$ cat config.mk
export PLATFORM = sky130hd
export DESIGN_NAME = step_down_counter
export DESIGN_NICKNAME = d
export VERILOG_FILES = /design/src/rtl/step_down_counter_pkg.sv /design/src/rtl/step_down_counter_button_conditioner.sv /design/src/rtl/step_down_counter.sv
export SDC_FILE = /design/constraint.sdc
export NUM_CORES = 1
export LEC_CHECK = 0
export BUFFER_PORTS_ARGS = -buffer_cell sky130_fd_sc_hd__clkbuf_2
export CAP_MARGIN = 20
export CORE_MARGIN = 2
export CORE_UTILIZATION = 55
export CTS_CLUSTER_DIAMETER = 80
export DETAILED_ROUTE_END_ITERATION = 6
export PLACE_DENSITY = 0.75
export RECOVER_POWER = 50
export SLEW_MARGIN = 20
export SYNTH_ARGS = -nofsm -noshare
export SYNTH_HDL_FRONTEND = slang
export SYNTH_SLANG_ARGS = --single-unit
$ cat constraint.sdc
create_clock -name clk -period 2.1 [get_ports clk]
set_input_delay 0.42 -clock clk [delete_from_list [all_inputs] [get_ports clk]]
set_output_delay 0.42 -clock clk [all_outputs]
set_load 0.1 [all_outputs]
$ cat src/rtl/step_down_counter_pkg.sv
// Shared constants for the step-down counter: debounce lengths for the board and
// for simulation, plus the width of the debounce stability counter.
package step_down_counter_pkg;

    localparam int DEBOUNCE_CYCLES_DEFAULT = 1_000_000;  // 10 ms at 100 MHz
    localparam int DEBOUNCE_CYCLES_SIM     = 4;

    function automatic int debounce_cnt_width(input int cycles);
        return $clog2(cycles) + 1;
    endfunction

endpackage

$ cat src/rtl/step_down_counter_button_conditioner.sv
// Button conditioner: 2-FF synchroniser, stability-count debouncer and a
// registered one-cycle rising-edge pulse of the debounced level.
module button_conditioner
    import step_down_counter_pkg::*;
#(
    parameter int DEBOUNCE_CYCLES = DEBOUNCE_CYCLES_DEFAULT
) (
    input  logic clk,
    input  logic btnU,
    input  logic btn_raw,
    output logic level,
    output logic pulse
);

    localparam int CW = debounce_cnt_width(DEBOUNCE_CYCLES);
    localparam logic [CW-1:0] CNT_LAST = CW'(DEBOUNCE_CYCLES - 1);

    logic          r_sync1;
    logic          r_sync2;
    logic [CW-1:0] r_cnt;
    logic          r_level;
    logic          r_level_d;
    logic          r_pulse;

    always_ff @(posedge clk or posedge btnU) begin
        if (btnU) begin
            r_sync1 <= 1'b0;
            r_sync2 <= 1'b0;
        end else begin
            r_sync1 <= btn_raw;
            r_sync2 <= r_sync1;
        end
    end

    // Any disagreement that does not last DEBOUNCE_CYCLES cycles restarts the count.
    always_ff @(posedge clk or posedge btnU) begin
        if (btnU) begin
            r_cnt   <= '0;
            r_level <= 1'b0;
        end else if (r_sync2 != r_level) begin
            if (r_cnt == CNT_LAST) begin
                r_level <= r_sync2;
                r_cnt   <= '0;
            end else begin
                r_cnt <= r_cnt + CW'(1);
            end
        end else begin
            r_cnt <= '0;
        end
    end

    always_ff @(posedge clk or posedge btnU) begin
        if (btnU) begin
            r_level_d <= 1'b0;
            r_pulse   <= 1'b0;
        end else begin
            r_level_d <= r_level;
            r_pulse   <= r_level & ~r_level_d;
        end
    end

    assign level = r_level;
    assign pulse = r_pulse;

endmodule

$ cat src/rtl/step_down_counter.sv
// Down counter driven by debounced step (btnC) and load (btnL) buttons, with a
// one-cycle borrow pulse on the 0 -> max wrap and a zero flag.
module step_down_counter
    import step_down_counter_pkg::*;
#(
    parameter int WIDTH           = 3,
    parameter int DEBOUNCE_CYCLES = DEBOUNCE_CYCLES_DEFAULT
) (
    input  logic             clk,
    input  logic             btnU,
    input  logic             btnC,
    input  logic             btnL,
    input  logic [WIDTH-1:0] sw,
    output logic [WIDTH-1:0] Q,
    output logic             zero,
    output logic             borrow
);

    logic [1:0]       w_btn_raw;
    logic [1:0]       w_pulse;
    logic             w_step;
    logic             w_load;
    logic [WIDTH-1:0] r_q;
    logic             r_borrow;

    // Index 0 is the step button, index 1 the load button.
    assign w_btn_raw = {btnL, btnC};

    generate
        for (genvar gi = 0; gi < 2; gi++) begin : g_cond
            button_conditioner #(
                .DEBOUNCE_CYCLES(DEBOUNCE_CYCLES)
            ) u_cond (
                .clk    (clk),
                .btnU   (btnU),
                .btn_raw(w_btn_raw[gi]),
                .level  (),
                .pulse  (w_pulse[gi])
            );
        end
    endgenerate

    assign w_step = w_pulse[0];
    assign w_load = w_pulse[1];

    // Load has priority; a step arriving in the same cycle is dropped.
    always_ff @(posedge clk or posedge btnU) begin
        if (btnU) begin
            r_q      <= '0;
            r_borrow <= 1'b0;
        end else if (w_load) begin
            r_q      <= sw;
            r_borrow <= 1'b0;
        end else if (w_step) begin
            r_q      <= r_q - WIDTH'(1);
            r_borrow <= (r_q == '0);
        end else begin
            r_borrow <= 1'b0;
        end
    end

    assign Q      = r_q;
    assign zero   = (r_q == '0);
    assign borrow = r_borrow;

endmodule

# ---- Word level (Yosys, flattened, before mapping)
# Cells that the tools add are included.
dict set report totals {
  reg_bits 56
  elab_cells 37
}
dict set report op_classes {
  eq_ne 4
  n_reduce_logical 4
  add_sub_neg 3
  n_mux 8
  bitwise 4
}
# operator count
set op_table {}
lappend op_table {{21-bit 2-to-1 mux} 4}
lappend op_table {{21-bit by 1-bit adder with 21-bit output (second input constant)} 2}
lappend op_table {{21-bit by 20-bit equality test with 1-bit output (second input constant)} 2}
lappend op_table {{3-bit 2-to-1 mux} 2}
lappend op_table {{2-bit AND reduction} 2}
lappend op_table {{3-bit logical NOT} 1}
lappend op_table {{3-bit by 1-bit subtractor with 3-bit output (second input constant)} 1}
lappend op_table {{1-bit bitwise AND} 2}
lappend op_table {{1-bit 2-to-1 mux} 2}
lappend op_table {{1-bit != test} 2}
lappend op_table {{1-bit NOT} 2}
lappend op_table {{2-bit nonzero test} 1}

# ---- Logic depth before layout (Yosys ltp)
dict set report depth {
  ltp_word 3
  mapped_depth 6
}

# ---- Cells and area by module
# Synthesis repeated with hierarchy kept, for this count alone.
dict set report hier_totals {
  cells_unflattened 264
  area_unflattened_um2 2683.8
}
# mod area_each_um2 n_inst cells_per_inst
set by_module_without_submodules {}
lappend by_module_without_submodules {button_conditioner 1231.2 2 121}
lappend by_module_without_submodules {step_down_counter 221.5 1 22}

# ---- Least setup slack after synthesis
# No wires, ideal clock.
dict set report synth_path {
  path_type {register to output}
  startpoint {register r_q[0] (netlist: Q[0])}
  endpoint {output zero}
  stages_incl_launch_ff 4
  setup_slack_ps -776
  required_time_ps 1680
  arrival_time_ps 2456
  path_cell_list {dfrtp_1 -> inv_1 -> ha_1 -> nor2b_1}
}
dict set report synth_between {
  elab_chain_cells 1
}
# element line
set synth_lines {}
lappend synth_lines {{from (decl)} step_down_counter.sv:23} ;# logic [WIDTH-1:0] r_q;
lappend synth_lines {{from (signal assigned)} step_down_counter.sv:52} ;# r_q <= sw;
lappend synth_lines {{from (signal assigned)} step_down_counter.sv:55} ;# r_q <= r_q - WIDTH'(1);
lappend synth_lines {{3-bit logical NOT} step_down_counter.sv:63} ;# assign zero = (r_q == '0);
lappend synth_lines {{to (decl)} step_down_counter.sv:15} ;# output logic zero,
# Every way passes these cells.

# ---- Worst setup path in the final report
# Same ends and word-level chain as after synthesis.

==> results.md <==
- Status: completed
- Area grow syn2layout: 9.10%
- Post-synth top flop: dfrtp_1
- Worst Skew: 0.0105 ns
- CTS resizes: 0
- Overall global routing resource usage: between 10% and 20%
- Worst Tran Pin Value: 0.833 ns
- Worst Setup Path Type: reg2out
- Antenna diodes: 0
- Worst EP arrival: 1.54 ns
- Post-synthesis adder-cell area fraction: between 1.5 and 2%
- Routed length on met1: 2130 um
- Die area: between 5000 and 6000 sq um
- Synth Area in XOR/XNOR: 9.58%
- Starting utilization of the core area: a little under three fifths
- Synth warn: 0
- Fillers: roughly 390
- Final design instance area without fill: around 2900 sq um
- Synthesized area per cell: slightly below 10 sq um
- CP cell instances: inv_1, ha_1, nor2b_4, clkbuf_2
- DR DRC count: 0
- Cells after Synth: 267
- Max layer used: met4
- RSZ-0062 raised after global routing: false
- Layout cells sized above 1: 11.2%
- Pre-CTS setup slack: approximately 0.2 ns
- Critical path peak fanout: 3
- Fin Hold WS: approximately 0.21 ns
- Total number of vias: 1,885
- EDFF count, synth: 0
- Initial antenna violation count: 0
- Crit path max-delay cell type: clkbuf_2
- Commonest non-fill, non-tap cell in the layout: dfrtp_1
- Area of the multi-input gates: about 1200 sq um
- CTS max path bufs: 2
- PD cells: 605 nW/um^2
- Final Setup Violations: 0
- Placer Congestion: 0.763
- Hold Vio Cnt, Final: 0
- Synth Area in Compound Gates: under 10%
- Number of global-route vias before repair: about 1,900
- Post-Route WL: roughly 4500 um
- Setup TNS: 0 ns
- Top-area cell type share of the netlist area: 52.8%
- FFs w/ async S/R, synth: between 90% and 100%
- Max cap viols: 0
- Placement Rows: 25
- Cell taking the most area after synthesis: dfrtp_1
- Worst Setup End Kind: output pin
- HPWL Detailed: around 3300 um
- Mux contribution to synthesized area: less than 1%
- Static Leak: between 1 and 1.5 nW
- WL/cell: roughly 13 um
- Post-synthesis net count: 278
- Chip width: between 70 and 80 um
- DR pass1 iterations: 4
- Largest net degree at the start of global routing: 34
- Simple logic cell fraction of the synthesized area: between 20 and 30%
- Commonest cells after routing, fill and taps aside: dfrtp_1, nor2_1, xnor2_1
- Core ar.: roughly 4700 sq um
- Slowest stage delay, CP: roughly 0.45 ns
- Core Util, Final: between 60% and 70%
- Synth area leaders: dfrtp_1, xnor2_1, nor2_1
- Clk_lat worst skew: slightly above 0.3 ns
- Routed wl met3: about 89 um
- Min Tclk post-route: about 2 ns
- ANT nets after route: 0
- Clock sink total: 56
- Clock root buffer: clkbuf_8
- Die Ht: roughly 73 um
- Register Area: 1400 sq um
- Family with the most delay on the worst path: buffers and inverters
- H-tree depth: 2
- Cell area after synthesis: between 2000 and 3000 sq um
- Sequential area share after synthesis: a little over half
- Post-CTS setup buffers: 0
- HP Class: in2reg
- Buf+Inv Stages, Crit Path: 2
- Via-per-instance ratio: 5.54
- Nets@finish: about 300
- Reg clk slew, reported paths: roughly 0.1 ns
- Cts hold-fix bufs: 0
- Main combinational cell family by area after synthesis: simple AND/OR/NAND/NOR gates
- Critical path launch point type: register
- Io pins: 12
- F_max: 511 MHz
- Buffers on Ports: 11
- #FFs+latches synth: 56
- DRT iter0 DRCs: around 120
- First-pass GRT wire length: 8140 um
- CTS Buf Count: 5
- DP Area: around 2800 sq um
- Max Slew Vio Count: 0
- Global route overflow: 0
- Worst rel slew slack: between 40 and 50%
- Worst EP required: roughly 1.7 ns
- Wire length on met2: around 2200 um
- Period utilization: between 90% and 100%
- CTS tree: done
- Final WS setup: approximately 0.14 ns
- Maximum VDD drop: roughly 0.43 mV
- Distinct cells, synth: 31
state kept, by name, summed over array words and instances, names as in the netlist:
name                     cells
Q                            3
borrow                       1
g_cond.u_cond.level          2
g_cond.u_cond.pulse          2
g_cond.u_cond.r_cnt         42
g_cond.u_cond.r_level_d      2
g_cond.u_cond.r_sync1        2
g_cond.u_cond.r_sync2        2
through the flow:
| stage | instances | power, mW |
|---|---|---|
| 6_report | 340 | 1.75 |
| 3_3_place_gp | 332 | 1.19 |
| 3_5_place_dp | 332 | 1.19 |
| 5_1_grt | 340 | 1.83 |
| 4_1_cts | 340 | 1.78 |
| 2_1_floorplan | 267 | 1.16 |
per-layer routing:
metal	vias up	global-route usage [%]
met1	886	23.1
met2	18	34.2
met4	0	6.46
met3	7	4.25
li1	974	-
met5	-	0
report_power, final:
part,internal [mW],switching (mW),total [mW]
Sequential,1.09,0.0121,1.10
Combinational,0.0192,0.0432,0.0624
Clock,0.237,0.349,0.585
cell families (layout without fill, tap and decap cells):
family / Yosys count / count (layout)
flip-flops: 56 / 56
adder cells (fa/ha/maj): 4 / 4
AND/OR/NAND/NOR: 125 / 125
XOR/XNOR: 29 / 29
multiplexers: 2 / 2
AO/OA/AOI/OAI: 32 / 32
buffers and inverters: 19 / 38
Yosys cell counts, types with 5 or more instances:
cell type  number
nor4_1          7
and4_1          6
or3_1           8
nand4_1         7
dfrtp_1        56
inv_1          13
o21ai_0        12
nor3_1          7
nor2_1         37
nand3_1        16
xor2_1          6
nand2_1        16
clkbuf_1        5
xnor2_1        23
a21oi_1        13
final timing paths:
path                                            from                    endpoint  slack [ns]  depth (start not counted)
max reg2reg                g_cond[0].u_cond.r_cnt[0]  g_cond[0].u_cond.r_cnt[20]        0.19                          5
max in group asynchronous                       btnU   g_cond[0].u_cond.r_cnt[2]        0.58                          3
min                                             btnL    g_cond[1].u_cond.r_sync1        0.21                          1
min in group asynchronous                       btnU      g_cond[1].u_cond.pulse        0.24                          2
min reg2reg                 g_cond[0].u_cond.r_sync1    g_cond[0].u_cond.r_sync2        0.36                          0
max                                             Q[0]                        zero        0.14                          4
cell type report:
class / count / area share [%]
Clock buffer: 5 / 2.38
Clock inverter: 3 / 0.821
Inverter: 13 / 1.69
Multi-Input combinational cell: 192 / 41.0
Sequential cell: 56 / 48.4
Tap cell: 54 / 2.33
Timing Repair Buffer: 17 / 3.37
Power figures use the tool's default switching activity.
